File: src/rtl/tile_sched_pkg.sv
// Shared types and constants for the layer tile scheduler.
package tile_sched_pkg;

  localparam int unsigned CMD_W     = 16;
  localparam int unsigned ROW_ACC_W = 9;

  localparam logic [1:0] LT_PW  = 2'd0;
  localparam logic [1:0] LT_DW  = 2'd1;
  localparam logic [1:0] LT_STD = 2'd2;
  localparam logic [1:0] LT_LIN = 2'd3;

  typedef enum logic [1:0] {
    IDLE  = 2'd0,
    ISSUE = 2'd1,
    WAIT  = 2'd2,
    DONE  = 2'd3
  } sched_state_e;

  typedef struct packed {
    logic [CMD_W-1:0] row_start;
    logic [CMD_W-1:0] rows;
    logic [CMD_W-1:0] out_row_start;
    logic [CMD_W-1:0] d_start;
    logic [CMD_W-1:0] d_len;
    logic [CMD_W-1:0] k_start;
    logic [CMD_W-1:0] k_len;
    logic             first_d;
    logic             last_d;
  } tile_cmd_t;

endpackage

File: src/rtl/tile_loop_cnt.sv
// One tile loop level: index, start accumulator, clamped length and wrap carry.
module tile_loop_cnt #(
  parameter int unsigned IDX_W = 7,
  parameter int unsigned ACC_W = 11
) (
  input  logic             clk,
  input  logic             rst_n,
  input  logic             i_clear,
  input  logic             i_step,
  input  logic [IDX_W-1:0] i_num,
  input  logic [ACC_W-1:0] i_inc,
  input  logic [ACC_W-1:0] i_tile,
  input  logic [ACC_W-1:0] i_total,
  output logic [ACC_W-1:0] o_start,
  output logic [ACC_W-1:0] o_len,
  output logic             o_first,
  output logic             o_last,
  output logic             o_carry_c
);

  logic [IDX_W-1:0] r_idx;
  logic [ACC_W-1:0] r_start;
  logic [ACC_W-1:0] r_len;
  logic             r_first;
  logic             r_last;
  logic [ACC_W-1:0] w_next_start;

  // Tile length clipped at the end of the dimension; compare one bit wider.
  function automatic logic [ACC_W-1:0] f_len(input logic [ACC_W-1:0] s,
                                             input logic [ACC_W-1:0] t,
                                             input logic [ACC_W-1:0] tot);
    logic [ACC_W:0] v_end;
    v_end = {1'b0, s} + {1'b0, t};
    f_len = (v_end <= {1'b0, tot}) ? t : (tot - s);
  endfunction

  assign w_next_start = r_start + i_inc;

  always_ff @(posedge clk or negedge rst_n) begin
    if (!rst_n) begin
      r_idx   <= '0;
      r_start <= '0;
      r_len   <= '0;
      r_first <= 1'b0;
      r_last  <= 1'b0;
    end else if (i_clear || (i_step && r_last)) begin
      r_idx   <= '0;
      r_start <= '0;
      r_len   <= f_len('0, i_tile, i_total);
      r_first <= 1'b1;
      r_last  <= (i_num == IDX_W'(1));
    end else if (i_step) begin
      r_idx   <= r_idx + IDX_W'(1);
      r_start <= w_next_start;
      r_len   <= f_len(w_next_start, i_tile, i_total);
      r_first <= 1'b0;
      r_last  <= ((r_idx + IDX_W'(1)) == (i_num - IDX_W'(1)));
    end
  end

  assign o_start   = r_start;
  assign o_len     = r_len;
  assign o_first   = r_first;
  assign o_last    = r_last;
  assign o_carry_c = i_step && r_last;

endmodule

File: src/rtl/tile_scheduler.sv
// Walks K (outer), row (middle) and D (inner) tiles of one layer and issues
// one tile command per step, waiting for each tile's completion.
module tile_scheduler
  import tile_sched_pkg::*;
#(
  parameter int unsigned CNT_W = 7,
  parameter int unsigned CH_W  = 11
) (
  input  logic             clk,
  input  logic             rst_n,
  input  logic             start_i,
  input  logic             abort_i,
  input  logic [1:0]       layer_type_i,
  input  logic [1:0]       stride_i,
  input  logic [CNT_W-1:0] padded_R_i,
  input  logic [CH_W-1:0]  in_D_i,
  input  logic [CH_W-1:0]  out_K_i,
  input  logic [CNT_W-1:0] tile_R_i,
  input  logic [CNT_W-1:0] out_tile_R_i,
  input  logic [CNT_W-1:0] tile_D_i,
  input  logic [CNT_W-1:0] tile_K_i,
  input  logic [CNT_W-1:0] num_tiles_R_i,
  input  logic [CNT_W-1:0] num_tiles_D_i,
  input  logic [CNT_W-1:0] num_tiles_K_i,
  output logic             cmd_valid_o,
  input  logic             cmd_ready_i,
  output logic [CNT_W-1:0] cmd_row_start_o,
  output logic [CNT_W-1:0] cmd_rows_o,
  output logic [CNT_W-1:0] cmd_out_row_start_o,
  output logic [CH_W-1:0]  cmd_d_start_o,
  output logic [CH_W-1:0]  cmd_d_len_o,
  output logic [CH_W-1:0]  cmd_k_start_o,
  output logic [CH_W-1:0]  cmd_k_len_o,
  output logic             cmd_first_d_o,
  output logic             cmd_last_d_o,
  input  logic             tile_done_i,
  output logic             busy_o,
  output logic             layer_done_o
);

  sched_state_e r_state, w_next;
  logic r_valid, r_busy, r_done;
  logic w_clear, w_step;

  logic [1:0]       r_layer_type, r_stride;
  logic [CNT_W-1:0] r_padded_r, r_tile_r, r_out_tile_r, r_tile_d, r_tile_k;
  logic [CNT_W-1:0] r_num_r, r_num_d, r_num_k;
  logic [CH_W-1:0]  r_in_d, r_out_k;
  logic [CNT_W-1:0] r_out_row;

  // In IDLE the loops are cleared from the live inputs being latched.
  logic             w_sel_in;
  logic [1:0]       w_layer_type, w_stride;
  logic [CNT_W-1:0] w_padded_r, w_tile_r, w_out_tile_r, w_tile_d, w_tile_k;
  logic [CNT_W-1:0] w_num_r, w_num_d, w_num_k, w_num_d_eff;
  logic [CH_W-1:0]  w_in_d, w_out_k;
  logic             w_any_zero;

  assign w_sel_in     = (r_state == IDLE);
  assign w_layer_type = w_sel_in ? layer_type_i  : r_layer_type;
  assign w_stride     = w_sel_in ? stride_i      : r_stride;
  assign w_padded_r   = w_sel_in ? padded_R_i    : r_padded_r;
  assign w_tile_r     = w_sel_in ? tile_R_i      : r_tile_r;
  assign w_out_tile_r = w_sel_in ? out_tile_R_i  : r_out_tile_r;
  assign w_tile_d     = w_sel_in ? tile_D_i      : r_tile_d;
  assign w_tile_k     = w_sel_in ? tile_K_i      : r_tile_k;
  assign w_num_r      = w_sel_in ? num_tiles_R_i : r_num_r;
  assign w_num_d      = w_sel_in ? num_tiles_D_i : r_num_d;
  assign w_num_k      = w_sel_in ? num_tiles_K_i : r_num_k;
  assign w_in_d       = w_sel_in ? in_D_i        : r_in_d;
  assign w_out_k      = w_sel_in ? out_K_i       : r_out_k;
  assign w_num_d_eff  = (w_layer_type == LT_DW) ? CNT_W'(1) : w_num_d;
  assign w_any_zero   = (num_tiles_R_i == '0) || (num_tiles_D_i == '0) ||
                        (num_tiles_K_i == '0);

  // Row step out_tile_R*stride built from shift/add.
  logic [ROW_ACC_W-1:0] w_otr_x, w_row_inc;
  assign w_otr_x = ROW_ACC_W'(w_out_tile_r);
  always_comb begin
    w_row_inc = '0;
    unique case (w_stride)
      2'd1:    w_row_inc = w_otr_x;
      2'd2:    w_row_inc = w_otr_x << 1;
      2'd3:    w_row_inc = w_otr_x + (w_otr_x << 1);
      default: w_row_inc = '0;
    endcase
  end

  logic [ROW_ACC_W-1:0] w_r_start, w_r_len;
  logic [CH_W-1:0]      w_d_start, w_d_len, w_k_start, w_k_len;
  logic w_d_first, w_d_last, w_d_carry;
  logic w_r_first, w_r_last, w_r_carry;
  logic w_k_first, w_k_last, w_k_carry;
  logic w_unused;
  assign w_unused = w_r_first ^ w_k_first ^ w_k_carry;

  tile_loop_cnt #(.IDX_W(CNT_W), .ACC_W(CH_W)) u_loop_d (
    .clk(clk), .rst_n(rst_n), .i_clear(w_clear), .i_step(w_step),
    .i_num(w_num_d_eff), .i_inc(CH_W'(w_tile_d)), .i_tile(CH_W'(w_tile_d)),
    .i_total(w_in_d), .o_start(w_d_start), .o_len(w_d_len),
    .o_first(w_d_first), .o_last(w_d_last), .o_carry_c(w_d_carry)
  );

  tile_loop_cnt #(.IDX_W(CNT_W), .ACC_W(ROW_ACC_W)) u_loop_r (
    .clk(clk), .rst_n(rst_n), .i_clear(w_clear), .i_step(w_d_carry),
    .i_num(w_num_r), .i_inc(w_row_inc), .i_tile(ROW_ACC_W'(w_tile_r)),
    .i_total(ROW_ACC_W'(w_padded_r)), .o_start(w_r_start), .o_len(w_r_len),
    .o_first(w_r_first), .o_last(w_r_last), .o_carry_c(w_r_carry)
  );

  tile_loop_cnt #(.IDX_W(CNT_W), .ACC_W(CH_W)) u_loop_k (
    .clk(clk), .rst_n(rst_n), .i_clear(w_clear), .i_step(w_r_carry),
    .i_num(w_num_k), .i_inc(CH_W'(w_tile_k)), .i_tile(CH_W'(w_tile_k)),
    .i_total(w_out_k), .o_start(w_k_start), .o_len(w_k_len),
    .o_first(w_k_first), .o_last(w_k_last), .o_carry_c(w_k_carry)
  );

  always_comb begin
    w_next  = r_state;
    w_clear = 1'b0;
    w_step  = 1'b0;
    unique case (r_state)
      IDLE: begin
        if (start_i) begin
          w_clear = 1'b1;
          w_next  = w_any_zero ? DONE : ISSUE;
        end
      end
      ISSUE: begin
        if (abort_i)          w_next = IDLE;
        else if (cmd_ready_i) w_next = WAIT;
      end
      WAIT: begin
        if (abort_i) begin
          w_next = IDLE;
        end else if (tile_done_i) begin
          w_step = 1'b1;
          w_next = (w_d_last && w_r_last && w_k_last) ? DONE : ISSUE;
        end
      end
      DONE:    w_next = IDLE;
      default: w_next = IDLE;
    endcase
  end

  always_ff @(posedge clk or negedge rst_n) begin
    if (!rst_n) begin
      r_state <= IDLE;
      r_valid <= 1'b0;
      r_busy  <= 1'b0;
      r_done  <= 1'b0;
    end else begin
      r_state <= w_next;
      r_valid <= (w_next == ISSUE);
      r_busy  <= (w_next != IDLE);
      r_done  <= (w_next == DONE);
    end
  end

  // Layer parameter latch and output-row accumulator.
  always_ff @(posedge clk or negedge rst_n) begin
    if (!rst_n) begin
      r_layer_type <= '0; r_stride  <= '0; r_padded_r <= '0;
      r_tile_r     <= '0; r_out_tile_r <= '0; r_tile_d <= '0;
      r_tile_k     <= '0; r_num_r   <= '0; r_num_d    <= '0;
      r_num_k      <= '0; r_in_d    <= '0; r_out_k    <= '0;
      r_out_row    <= '0;
    end else begin
      if (w_clear) begin
        r_layer_type <= layer_type_i;  r_stride     <= stride_i;
        r_padded_r   <= padded_R_i;    r_tile_r     <= tile_R_i;
        r_out_tile_r <= out_tile_R_i;  r_tile_d     <= tile_D_i;
        r_tile_k     <= tile_K_i;      r_num_r      <= num_tiles_R_i;
        r_num_d      <= num_tiles_D_i; r_num_k      <= num_tiles_K_i;
        r_in_d       <= in_D_i;        r_out_k      <= out_K_i;
        r_out_row    <= '0;
      end else if (w_d_carry) begin
        r_out_row <= w_r_last ? '0 : (r_out_row + r_out_tile_r);
      end
    end
  end

  tile_cmd_t w_cmd;
  always_comb begin
    w_cmd               = '0;
    w_cmd.row_start     = CMD_W'(w_r_start);
    w_cmd.rows          = CMD_W'(w_r_len);
    w_cmd.out_row_start = CMD_W'(r_out_row);
    w_cmd.k_start       = CMD_W'(w_k_start);
    w_cmd.k_len         = CMD_W'(w_k_len);
    w_cmd.d_start       = CMD_W'(w_d_start);
    w_cmd.d_len         = CMD_W'(w_d_len);
    w_cmd.first_d       = w_d_first;
    w_cmd.last_d        = w_d_last;
    // Depthwise: each output channel sees only its own input channel.
    if (r_layer_type == LT_DW) begin
      w_cmd.d_start = CMD_W'(w_k_start);
      w_cmd.d_len   = CMD_W'(w_k_len);
      w_cmd.first_d = 1'b1;
      w_cmd.last_d  = 1'b1;
    end
  end

  assign cmd_valid_o         = r_valid;
  assign busy_o              = r_busy;
  assign layer_done_o        = r_done;
  assign cmd_row_start_o     = CNT_W'(w_cmd.row_start);
  assign cmd_rows_o          = CNT_W'(w_cmd.rows);
  assign cmd_out_row_start_o = CNT_W'(w_cmd.out_row_start);
  assign cmd_d_start_o       = CH_W'(w_cmd.d_start);
  assign cmd_d_len_o         = CH_W'(w_cmd.d_len);
  assign cmd_k_start_o       = CH_W'(w_cmd.k_start);
  assign cmd_k_len_o         = CH_W'(w_cmd.k_len);
  assign cmd_first_d_o       = w_cmd.first_d;
  assign cmd_last_d_o        = w_cmd.last_d;

endmodule

File: config.mk
export PLATFORM = sky130hd
export DESIGN_NAME = tile_scheduler
export DESIGN_NICKNAME = d
export VERILOG_FILES = /design/src/rtl/tile_sched_pkg.sv /design/src/rtl/tile_loop_cnt.sv /design/src/rtl/tile_scheduler.sv
export SDC_FILE = /design/constraint.sdc
export NUM_CORES = 1
export LEC_CHECK = 0
export CORE_MARGIN = 2
export CORE_UTILIZATION = 58
export DETAILED_ROUTE_END_ITERATION = 7
export GPL_ROUTABILITY_DRIVEN = 0
export PLACE_DENSITY = 0.87
export SYNTH_ARGS = -nofsm -noshare
export SYNTH_HDL_FRONTEND = slang
export SYNTH_SLANG_ARGS = --single-unit
File: constraint.sdc
create_clock -name clk -period 8.4 [get_ports clk]
set_clock_uncertainty 0.1 [all_clocks]
set_input_delay 1.68 -clock clk [delete_from_list [all_inputs] [get_ports clk]]
set_output_delay 1.68 -clock clk [all_outputs]
set_load 0.005 [all_outputs]
==> impl_metrics.env <==
export IMPL_status="finished clean"
export IMPL_synth_top_cell_by_area="dfrtp_1"
export IMPL_synthMostInstantiatedCell="nand2_1"
export IMPL_min_period_ns=7.41
export IMPL_dieArea_sq_um=26000
export IMPL_multi_input_area_sq_um=9170
export IMPL_rsz0062_at_grt="false"
export IMPL_worst_ep_arrival_time_ns=7.66
export IMPL_synth_area_leaders="dfrtp_1 (31%), ha_1 (12%), mux2_2 (8.7%)"
export IMPL_final_min_period_over_clock_period=0.883
export IMPL_cts_tree="yes"
export IMPL_yosys_register_bits=179
export IMPL_diodes=0
export IMPL_grt_pass1_wl_um=61600
export IMPL_hp_class="flip-flop to flip-flop"
export IMPL_yosysWarnings=0
export IMPL_max_freq_mhz=135
export IMPL_drv_cap=0
export IMPL_cp_startpoint="out_tile_R_i[1]"
export IMPL_hold_start="u_loop_d.o_len[7]"
export IMPL_core_sq_um=24300
export IMPL_synthArstFlopShare=1.00
export IMPL_synth_commonest_cells="nand2_1 (196), dfrtp_1 (179), ha_1 (138)"
export IMPL_drive_gt1_frac=0.100
export IMPL_root_buffer="clkbuf_16"
export IMPL_clkTransAtPathRegs_ns=0.07
export IMPL_reg2reg_depth=24
export IMPL_power_mw=7.20
export IMPL_slew_headroom=0.187
export IMPL_synth_seq_area_share=0.313
export IMPL_cp_start_kind="input port"
export IMPL_synth_edff_count=0
export IMPL_synth_cell_types=71
export IMPL_fillers=1761
export IMPL_cts_setup_buffers=0
export IMPL_ys_flop_type="dfrtp_1"
export IMPL_antenna_found_initial=2
export IMPL_slew_viol_final=0
export IMPL_grtUsageTotal=0.296
export IMPL_numCtsBuffers=17
export IMPL_worst_pin_slew_ns=1.22
export IMPL_p_per_area_nw_per_um2=432
export IMPL_h_tree_depth=4
export IMPL_path_class="input port to flip-flop"
export IMPL_ant_nets=0
export IMPL_min_delay_path_depth=2
export IMPL_die_y_um=161
export IMPL_regArea_sq_um=4480
export IMPL_cts_buffer_depth=2
export IMPL_fin_nets=1930
export IMPL_worst_setup_path_end_kind="flip-flop"
export IMPL_hold_viol_final=0
export IMPL_synth_nets=1810
export IMPL_cellLeakagePower_nw=7.60
export IMPL_ios=158
export IMPL_postCtsResizedCells=0
export IMPL_vias=12500
export IMPL_netlist_instances=1574
export IMPL_drc=0
export IMPL_syn2layout_area_growth_pct=16.3
export IMPL_first_pass_iters=5
export IMPL_setup_viol=0
export IMPL_via_per_inst=6.13
export IMPL_first_global_vias=12300
export IMPL_synthesis_area_sq_um=14300
export IMPL_dp_hpwl_um=28700
export IMPL_drtIter0Drc=1039
export IMPL_setup_tns_ns=0
export IMPL_peakVddDrop_v=0.000330
export IMPL_die_w_um=161
export IMPL_grt_max_degree=108
export IMPL_clock_latency_ns=0.44
export IMPL_numClockSinks=179
export IMPL_r2r_start="r_state[1]"
export IMPL_cts_hold_buf=0
export IMPL_initial_utilization=0.589
export IMPL_synth_area_per_cell_sq_um=9.10
export IMPL_routed_wl_um=38300
export IMPL_grt_overflow_total=0
export IMPL_critPathRequiredTime_ns=8.65
export IMPL_rows=57
export IMPL_synth_top_area_frac=0.313
export IMPL_io_buffers=157
export IMPL_wl_per_cell_um=18.9
export IMPL_crit_fanout=7
==> through the flow <==
| step | util | cells | setup WS, ns | hold slack, ns | area, sq um |
|---|---|---|---|---|---|
| after floorplan | - | 1574 | 1.73 | 0.338 | 14300 |
| after global placement | 0.662 | 1999 | 0.905 | 0.351 | 16100 |
| after detailed placement | 0.662 | 1999 | 0.697 | 0.361 | 16100 |
| after CTS | 0.685 | 2031 | 1.13 | 0.379 | 16700 |
| after global routing | 0.685 | 2031 | 0.523 | 0.403 | 16700 |
| final | 0.685 | 2031 | 0.987 | 0.384 | 16700 |
==> flip-flops by register name (all words and copies together), names as in the netlist, 9 cells and up <==
signal,flops
r_in_d,11
r_out_k,11
u_loop_d.o_len,11
u_loop_d.o_start,11
u_loop_k.o_len,11
u_loop_k.o_start,11
u_loop_r.o_start,9
==> per-layer routing <==
layer	up-vias	track usage	routed length (um)
met1	6025	0.384	16100
met5	-	0	15
met4	2	0.116	1200
met2	539	0.492	18000
li1	5807	-	-
met3	86	0.0562	3020
==> worst max-delay path, stage by stage <==
cell             delay [ns]
clkdlybuf4s50_1        0.48
mux2i_1                0.42
inv_1                  0.10
ha_1                   0.25
ha_1                   0.23
nor3_1                 0.26
xnor2_1                0.09
o21ai_0                0.14
o22ai_1                0.10
ha_1                   0.43
nand3_1                0.13
o2111ai_1              0.31
xor2_1                 0.43
ha_1                   0.33
a41oi_1                0.19
o31ai_2                0.12
xor2_1                 0.16
ha_1                   0.31
and4_1                 0.19
nand4_1                0.12
a21o_1                 0.19
a31oi_1                0.17
and2_1                 0.15
a32oi_1                0.22
o22a_1                 0.29
o211ai_1               0.17
==> where the power goes <==
| group | switching, mW | internal [mW] | total [mW] |
|---|---|---|---|
| logic | 2.65 | 2.33 | 4.98 |
| registers | 0.299 | 1.14 | 1.44 |
| clock network | 0.366 | 0.413 | 0.779 |
==> area by class of cell <==
type,count,share of cell area
clock inverter,14,0.00781
clock buffer,18,0.0258
multi-input combinational,1222,0.550
tap,324,0.0243
sequential,179,0.269
timing repair buffer,167,0.0989
inverter,107,0.0241
==> cell usage in the layout, fill, tap and decap left out, types with 5 or more instances in the layout <==
cell type          n
nand2_1          196
dfrtp_1          179
clkdlybuf4s50_1  156
ha_1             138
o21ai_0          112
mux2_2           111
inv_1            107
xnor2_1           72
nor2_1            70
a21oi_1           65
mux2i_1           62
xor2_1            48
nor3_1            32
nand3_1           31
a21o_1            26
o21a_1            21
clkbuf_16         17
nor2b_1           16
a22o_1            14
o22ai_1           13
o31ai_1           12
nand4_1           12
nand2b_1          11
a211oi_1          11
o211ai_1          10
a31oi_1           10
fa_1              10
buf_4             10
and3_1             8
or2_2              8
and2_1             7
o21bai_1           7
nor4_1             7
a22oi_1            6
a21boi_0           5
or3_1              5
o32ai_1            5
==> final timing paths <==
check / slack [ns] / end
worst max-delay path: 0.99 / u_loop_r.o_len[5]
worst min-delay path: 0.38 / u_loop_d.o_len[7]
worst max register to register: 1.71 / u_loop_r.o_len[5]
worst min register to register: 0.38 / u_loop_d.o_len[7]
max in group asynchronous: 5.33 / u_loop_r.o_len[0]
min in group asynchronous: 1.26 / r_in_d[10]
==> kinds of logic (layout without fill, tap and decap cells) <==
logic type                 after synthesis  in the layout  share of synthesized area
adders and majority gates              152            152                      0.137
buffers and inverters                  173            306                     0.0495
AOI/OAI and AO/OA                      346            346                      0.154
muxes                                  174            174                      0.132
and+or+nand+nor                        427            427                      0.137
xor gates and xnor gates               123            123                     0.0782
DFF                                    179            179                      0.313
No activity file was read; power rests on OpenSTA's default activity.
